File: src/rtl/clock_pkg.sv
// clock_pkg: definitions shared by the calendar stages of the century clock.
//   month_len_e  : length code for the current month (28/29/30/31 days)
//   MONTH_MIN/MAX: legal month range, 01..12
//   month_bin()  : BCD tens/units pair to binary month number
package clock_pkg;

  typedef enum logic [1:0] {
    LEN_28 = 2'd0,
    LEN_29 = 2'd1,
    LEN_30 = 2'd2,
    LEN_31 = 2'd3
  } month_len_e;

  localparam int MONTH_MIN = 1;
  localparam int MONTH_MAX = 12;

  // Callers zero-extend their display fields to 4 bits before calling.
  function automatic logic [7:0] month_bin(input logic [3:0] ten, input logic [3:0] unit);
    return 8'(ten) * 8'd10 + 8'(unit);
  endfunction

endpackage

File: src/rtl/month_len_decode.sv
// month_len_decode: combinational month -> length code.
// Ports:
//   month_ten  (in)  BCD tens of the month
//   month_unit (in)  BCD units of the month
//   leap       (in)  current year is a leap year
//   len        (out) month length code
// Macro LEAP_YEAR_EN: when defined, leap picks 29 days for February;
// when undefined, leap is ignored and February is always 28 days.
module month_len_decode
  import clock_pkg::*;
#(
  parameter int MAX_DISPLAY_UNIT = 4,
  parameter int MAX_DISPLAY_TEN  = 1
) (
  input  logic [MAX_DISPLAY_TEN-1:0]  month_ten,
  input  logic [MAX_DISPLAY_UNIT-1:0] month_unit,
  input  logic                        leap,
  output month_len_e                  len
);

  logic leap_eff;

`ifdef LEAP_YEAR_EN
  assign leap_eff = leap;
`else
  // The port stays so the interface is identical in both builds.
  assign leap_eff = 1'b0 & leap;
`endif

  always_comb begin
    len = LEN_31;
    case (month_bin(4'(month_ten), 4'(month_unit)))
      8'd4, 8'd6, 8'd9, 8'd11: len = LEN_30;
      8'd2:                    len = leap_eff ? LEN_29 : LEN_28;
      default:                 len = LEN_31;
    endcase
  end

endmodule

File: src/rtl/count_month.sv
// count_month: BCD month counter 01..12 of the century clock.
// Ports:
//   clk, rst           clock, synchronous active-high reset
//   en_d               day-advance strobe (shared with the day counter)
//   day_31..day_28     day counter flags for the current day
//   leap               current year is a leap year
//   sel_m, up, down    manual month adjust
//   month_unit/ten     BCD month
//   preset_d           forces the day counter to 01
//   en_y               one-cycle carry to the year stage
// Strobe semantics: en_d is a single-cycle strobe with no back-pressure;
// preset_d and en_y are combinational from en_d and valid in the same
// cycle, so month, day and year all update on the same clock edge.
// Macro LEAP_YEAR_EN: enables the leap-year February length.
module count_month
  import clock_pkg::*;
#(
  parameter int MAX_DISPLAY_UNIT = 4,
  parameter int MAX_DISPLAY_TEN  = 1
) (
  input  logic                        clk,
  input  logic                        rst,
  input  logic                        en_d,
  input  logic                        day_31,
  input  logic                        day_30,
  input  logic                        day_29,
  input  logic                        day_28,
  input  logic                        leap,
  input  logic                        sel_m,
  input  logic                        up,
  input  logic                        down,
  output logic [MAX_DISPLAY_UNIT-1:0] month_unit,
  output logic [MAX_DISPLAY_TEN-1:0]  month_ten,
  output logic                        preset_d,
  output logic                        en_y
);

  logic [MAX_DISPLAY_UNIT-1:0] unit_q, unit_d, inc_unit, dec_unit;
  logic [MAX_DISPLAY_TEN-1:0]  ten_q, ten_d, inc_ten, dec_ten;
  logic                        clamp_q, clamp_d;
  month_len_e                  len;
  logic                        month_end, overrun, is_dec;

  month_len_decode #(
    .MAX_DISPLAY_UNIT(MAX_DISPLAY_UNIT),
    .MAX_DISPLAY_TEN (MAX_DISPLAY_TEN)
  ) u_len (
    .month_ten (ten_q),
    .month_unit(unit_q),
    .leap      (leap),
    .len       (len)
  );

  always_comb begin
    month_end = 1'b0;
    overrun   = 1'b0;
    case (len)
      LEN_28: begin
        month_end = day_28;
        overrun   = day_29 | day_30 | day_31;
      end
      LEN_29: begin
        month_end = day_29;
        overrun   = day_30 | day_31;
      end
      LEN_30: begin
        month_end = day_30;
        overrun   = day_31;
      end
      default: begin
        month_end = day_31;
        overrun   = 1'b0;
      end
    endcase
  end

  assign is_dec = (month_bin(4'(ten_q), 4'(unit_q)) == 8'(MONTH_MAX));

  // BCD successor / predecessor with 12 <-> 01 wrap.
  always_comb begin
    inc_unit = unit_q + MAX_DISPLAY_UNIT'(1);
    inc_ten  = ten_q;
    if (is_dec) begin
      inc_unit = MAX_DISPLAY_UNIT'(MONTH_MIN);
      inc_ten  = '0;
    end else if (unit_q == MAX_DISPLAY_UNIT'(9)) begin
      inc_unit = '0;
      inc_ten  = MAX_DISPLAY_TEN'(1);
    end

    dec_unit = unit_q - MAX_DISPLAY_UNIT'(1);
    dec_ten  = ten_q;
    if (month_bin(4'(ten_q), 4'(unit_q)) == 8'(MONTH_MIN)) begin
      dec_unit = MAX_DISPLAY_UNIT'(2);
      dec_ten  = MAX_DISPLAY_TEN'(1);
    end else if (unit_q == '0) begin
      dec_unit = MAX_DISPLAY_UNIT'(9);
      dec_ten  = '0;
    end
  end

  // en_d owns the cycle: even on a non-last day it blocks manual adjust.
  always_comb begin
    unit_d = unit_q;
    ten_d  = ten_q;
    if (en_d) begin
      if (month_end) begin
        unit_d = inc_unit;
        ten_d  = inc_ten;
      end
    end else if (sel_m & up & ~down) begin
      unit_d = inc_unit;
      ten_d  = inc_ten;
    end else if (sel_m & down & ~up) begin
      unit_d = dec_unit;
      ten_d  = dec_ten;
    end
    // One-cycle pulse; the next evaluation sees the day already at 01.
    clamp_d = overrun & ~clamp_q;
  end

  always_ff @(posedge clk) begin
    if (rst) begin
      unit_q  <= MAX_DISPLAY_UNIT'(MONTH_MIN);
      ten_q   <= '0;
      clamp_q <= 1'b0;
    end else begin
      unit_q  <= unit_d;
      ten_q   <= ten_d;
      clamp_q <= clamp_d;
    end
  end

  assign month_unit = unit_q;
  assign month_ten  = ten_q;
  assign preset_d   = (en_d & month_end) | clamp_q;
  assign en_y       = en_d & month_end & is_dec;

endmodule

File: config.mk
export PLATFORM = sky130hd
export DESIGN_NAME = count_month
export DESIGN_NICKNAME = d
export VERILOG_FILES = /design/src/rtl/clock_pkg.sv /design/src/rtl/month_len_decode.sv /design/src/rtl/count_month.sv
export SDC_FILE = /design/constraint.sdc
export NUM_CORES = 1
export LEC_CHECK = 0
export BUFFER_PORTS_ARGS = -buffer_cell sky130_fd_sc_hd__buf_2
export CORE_MARGIN = 2
export CORE_UTILIZATION = 51
export DETAILED_ROUTE_END_ITERATION = 10
export PLACE_DENSITY_LB_ADDON = 0.05
export SETUP_SLACK_MARGIN = 0.15
export SLEW_MARGIN = 20
export SYNTH_ARGS = -nofsm -noshare
export SYNTH_HDL_FRONTEND = slang
export SYNTH_SLANG_ARGS = --single-unit
File: constraint.sdc
create_clock -name clk -period 3.3 [get_ports clk]
set_input_delay 0.66 -clock clk [delete_from_list [all_inputs] [get_ports clk]]
set_output_delay 0.66 -clock clk [all_outputs]
set_load 0.005 [all_outputs]
Word level (Yosys, flattened, before mapping)
Index checks and enable logic that the tools add are counted.
{"block": "totals", "reg_bits": 6, "output_inout_bits": 7}
{"block": "classes", "add_sub_neg": 3, "mul": 1, "n_eq_ne": 11, "mux": 19, "bitwise": 14, "n_reduce_logical": 7}
{"op": "two-way mux 4 bit", "n": 8}
{"op": "equality test 8 x 4 -> 1 bit (second input constant)", "n": 3}
{"op": "equality test 8 x 3 -> 1 bit (second input constant)", "n": 2}
{"op": "equality test 8 x 1 -> 1 bit (second input constant)", "n": 1}
{"op": "equality test 8 x 2 -> 1 bit (second input constant)", "n": 1}
{"op": "two-way mux 1 bit", "n": 8}
{"op": "bitwise AND 1 bit", "n": 7}
{"op": "adder 5 x 4 -> 6 bit", "n": 1}
{"op": "case mux 1 bit (3 select lines)", "n": 2}
{"op": "adder 4 x 1 -> 4 bit (second input constant)", "n": 1}
{"op": "equality test 4 bit (second input constant)", "n": 1}
{"op": "zero test 4 bit", "n": 1}
{"op": "multiplier 1 x 3 -> 4 bit (second input constant)", "n": 1}
{"op": "bitwise OR 1 bit", "n": 4}
{"op": "case mux 2 bit (2 select lines)", "n": 1}
{"op": "nonzero test 4 bit", "n": 1}
{"op": "OR reduction 4 bit", "n": 1}
{"op": "subtractor 4 x 1 -> 4 bit (second input constant)", "n": 1}
{"op": "NOT 1 bit", "n": 3}
{"op": "AND reduction 3 bit", "n": 1}
{"op": "nonzero test 3 bit", "n": 1}
{"op": "equality test 2 x 1 -> 1 bit (second input constant)", "n": 1}
{"op": "equality test 2 bit (second input constant)", "n": 1}
{"op": "zero test 2 bit", "n": 1}
{"op": "2 further kinds", "n": 2}

Depth between registers and ports, before layout
{"block": "logic_depth", "depth_word": 9, "mapped_depth": 10, "mapped_depth_nobuf": 9}

Modules after synthesis
A second synthesis with hierarchy kept.
{"block": "unflattened", "cells_unflattened": 89, "hier_area_um2": 732.0}
{"module": "count_month", "n_inst": 1, "cells_per_inst": 78, "area_each_um2": 646.9}
{"module": "month_len_decode", "n_inst": 1, "cells_per_inst": 11, "area_each_um2": 85.1}

Worst setup path before layout
Ideal clock, no wire load.
{"block": "synth_timing", "kind": "reg-to-output", "start": "reg unit_q[1] (netlist: month_unit[1])", "end": "out preset_d", "arrival_ns": 2.113, "t_required_ns": 2.640, "setup_slack_ns": 0.527, "stages_incl_launch_ff": 8, "cell_sequence": "dfxtp_1 ha_1 ha_1 xnor2_2 mux2i_1 or4_4 o2111ai_2 or2b_1"}
{"block": "synth_between", "elab_chain_len": 8}
{"item": "start, declared", "line_no": "count_month.sv:38", "text": "logic [MAX_DISPLAY_UNIT-1:0] unit_q, unit_d, inc_unit, dec_unit;"}
{"item": "start signal, assigned", "line_no": "count_month.sv:124", "text": "unit_q <= MAX_DISPLAY_UNIT'(MONTH_MIN);"}
{"item": "start signal, assigned", "line_no": "count_month.sv:128", "text": "unit_q <= unit_d;"}
{"item": "adder 5 x 4 -> 6 bit *", "line_no": "clock_pkg.sv:19", "text": "return 8'(ten) * 8'd10 + 8'(unit);"}
{"item": "equality test 8 x 3 -> 1 bit / equality test 8 x 4 -> 1 bit (equally long branches)", "line_no": "month_len_decode.sv:32", "text": "case (month_bin(4'(month_ten), 4'(month_unit)))"}
{"item": "OR reduction 4 bit", "line_no": "month_len_decode.sv:32"}
{"item": "case mux 2 bit (2 select lines) *", "line_no": "month_len_decode.sv:32"}
{"item": "equality test 2 bit (tied with other cells)", "line_no": "count_month.sv:57", "text": "case (len)"}
{"item": "case mux 1 bit (3 select lines) *", "line_no": "count_month.sv:57"}
{"item": "bitwise AND 1 bit *", "line_no": "count_month.sv:136", "text": "assign preset_d = (en_d & month_end) | clamp_q;"}
{"item": "bitwise OR 1 bit *", "line_no": "count_month.sv:136"}
{"item": "end, declared", "line_no": "count_month.sv:34", "text": "output logic preset_d,"}
Every way passes the cells marked *; elsewhere a longest branch is shown, timed or not.

Worst setup path after layout
Ends and elaborated chain as after synthesis.

==> reports/summary.txt <==
core area = 1280 sq um
Post-DP HPWL = 1290 um
Area contributors post-synth = dfxtp_1, a21oi_1, ha_1
critical path arrival = 2.41 ns
max_slew headroom = 55.7%
Starting Density = 53.7%
CP Cell Sequence = ha_2, ha_1, or2_2, or4_4, o2111ai_2, or2b_1, buf_2
gpl congestion = 0.853
vias = 773
syn nets = 109
CP required = 2.64 ns
vias in the first global route = 598
Top delay family on crit path = simple AND/OR/NAND/NOR gates
cell taking the most area after synthesis = dfxtp_1
max-cap violations = 0
ANT cells = 0
Final Cycle Share = 93.1%
largest stage delay on the critical path = 0.51 ns
count leader, synth = a21oi_1
Final Slew Violations = 0
Final Critical Period = 3.07 ns
area grow syn2layout = 20.3%
Yosys reg bits = 6
Most used DFF post-synth = dfxtp_1
top cell type's share of synthesized area = 17.4%
port bufs = 16
total power = 0.350 mW
htree depth = 1
EDFF count, synth = 0
io pins = 18
first-pass GRT wire length = 2460 um
CTS Hold Bufs = 0
RSZ-0062 raised after global routing = no
met1 Use GR = 29.1%
GR Overflow Total = 0
Worst Path Buf+Inv = 1
crit-path max FO = 9
Synth top cells by count = a21oi_1, nand2_1, nor2_1
wire per inst = 13.2 um
placed cells = 125
Setup-failing EPs final = 0
CTS sink cnt = 6
Peak Freq = 326 MHz
dpl cell area = 787 sq um
Final Skew = 0.000379 ns
leak pwr = 0.365 nW
Setup crit end kind = output pin
Hold WS = 0.424 ns
CP max-delay cell = or4_4
initial antenna violation count = 0
Synth Cell Area = 689 sq um
Peak VDD IR = 0.000312 V
setup TNS = 0 ns
Crit Path Class = flip-flop to output pin
DIE AREA = 1660 sq um
vias per cell = 5.99
synthesized instance count = 94
final core utilization = 64.6%
count of non-filler cells in the finished layout = 129
YS warnings = 0
GRT Total Usage = 22.8%
worst-margin pin slew = 0.662 ns
total CTS buffers = 3
CP Launch Type = flip-flop
clk_lat worst skew = 0.24 ns
CTS tree = done
Avg Cell Area, Syn = 7.33 sq um
nets@finish = 131
TritonRoute pass-1 iters = 4
met2 Track Usage GR = 35.3%
status = completed
clk slew on worst S/H paths = 0.04 ns
Die Y = 40.8 um
largest net degree at the start of global routing = 16
post-route setup slack = 0.228 ns
antenna-violating nets left = 0
final instance area = 830 sq um
Setup WS pre-CTS = 0.252 ns
GRT met3 Usage = 3.26%
Async SR Flop Fraction = 0%
clk buf depth = 2
busiest layer in global routing = met2
Die Wd = 40.8 um
final WL = 1700 um
HP Class = flip-flop to flip-flop
Clk Tree Root Cell = clkbuf_4
PwrDens = 422 nW/um^2
row cnt = 13
DRC = 0
final hold vios = 0
Seq/Total Area, Yosys = 17.4%
Yosys cell types = 39
layout cells sized above 1 = 30.7%
Iter 0 DRT Violations = 29
[cell usage in the layout, fill, tap and decap left out, types with 2 or more instances in the layout]
cell / n
buf_2: 16
a21oi_1: 10
nand2_1: 8
nor2_1: 8
inv_1: 6
dfxtp_1: 5
buf_4: 5
nand2b_1: 4
nor3_1: 4
o31ai_1: 4
nor4_1: 3
o21ai_0: 3
clkbuf_4: 3
or2_2: 2
xnor2_1: 2
o22ai_1: 2
nand3_1: 2
ha_1: 2
ha_2: 2
[state kept, by name (all words and copies together), names as in the netlist]
signal / flops
clamp_q: 1
month_ten: 1
month_unit: 4
[where the power goes]
| part | total (mW) | internal [mW] | switching, mW |
|---|---|---|---|
| clock network | 0.0662 | 0.0410 | 0.0252 |
| registers | 0.0947 | 0.0835 | 0.0112 |
| logic | 0.189 | 0.0871 | 0.102 |
| total | 0.350 | 0.212 | 0.139 |
[final cells by class]
| cell class | instances | area, sq um |
|---|---|---|
| well taps | 15 | 18.8 |
| flip-flops and latches | 6 | 124 |
| fillers | 128 | 455 |
| multi-input cells | 78 | 524 |
| clock buffers | 3 | 22.5 |
| repair buffers | 21 | 118 |
| inverters | 6 | 22.5 |
[worst reg2reg max path: cells and delay by family (launching register included)]
family / cells / cell delay, ns
AO/OA/AOI/OAI: 4 / 0.66
AND/OR/NAND/NOR: 2 / 0.79
flip-flops: 1 / 0.37
adder cells (fa/ha/maj): 2 / 0.53
[final timing paths]
check,from,end,slack [ns],cells after the start
worst min register to register,clamp_q,clamp_q,0.42,1
worst max register to register,month_unit[1],month_unit[2],0.88,8
worst max-delay path,month_unit[1],preset_d,0.23,7
worst min-delay path,clamp_q,clamp_q,0.42,1
[timing repair]
| item | CTS | global route |
|---|---|---|
| buffers inserted | 1 | 0 |
| resized for setup | 1 | 4 |
| setup endpoints to repair | 1 | 1 |
| gates cloned | 0 | 0 |
| endpoints found under the hold margin | 0 | 0 |
| pin swaps | 1 | 1 |
[layer usage]
metal,share of wire [%],vias up,wire length (um)
li1,-,386,-
met1,48,368,823
met2,48,17,816
met3,2.7,2,46
met4,0.82,0,14
met5,0,-,0
[cell families after synthesis]
logic type | share of synthesized area (%)
compound gates | 29.9
xor+xnor | 4.90
fa+ha+maj | 7.26
buf+inv | 7.80
flops | 17.4
mux | 2.90
simple gates | 29.8
Note: power is estimated with default switching activity, not from simulation.
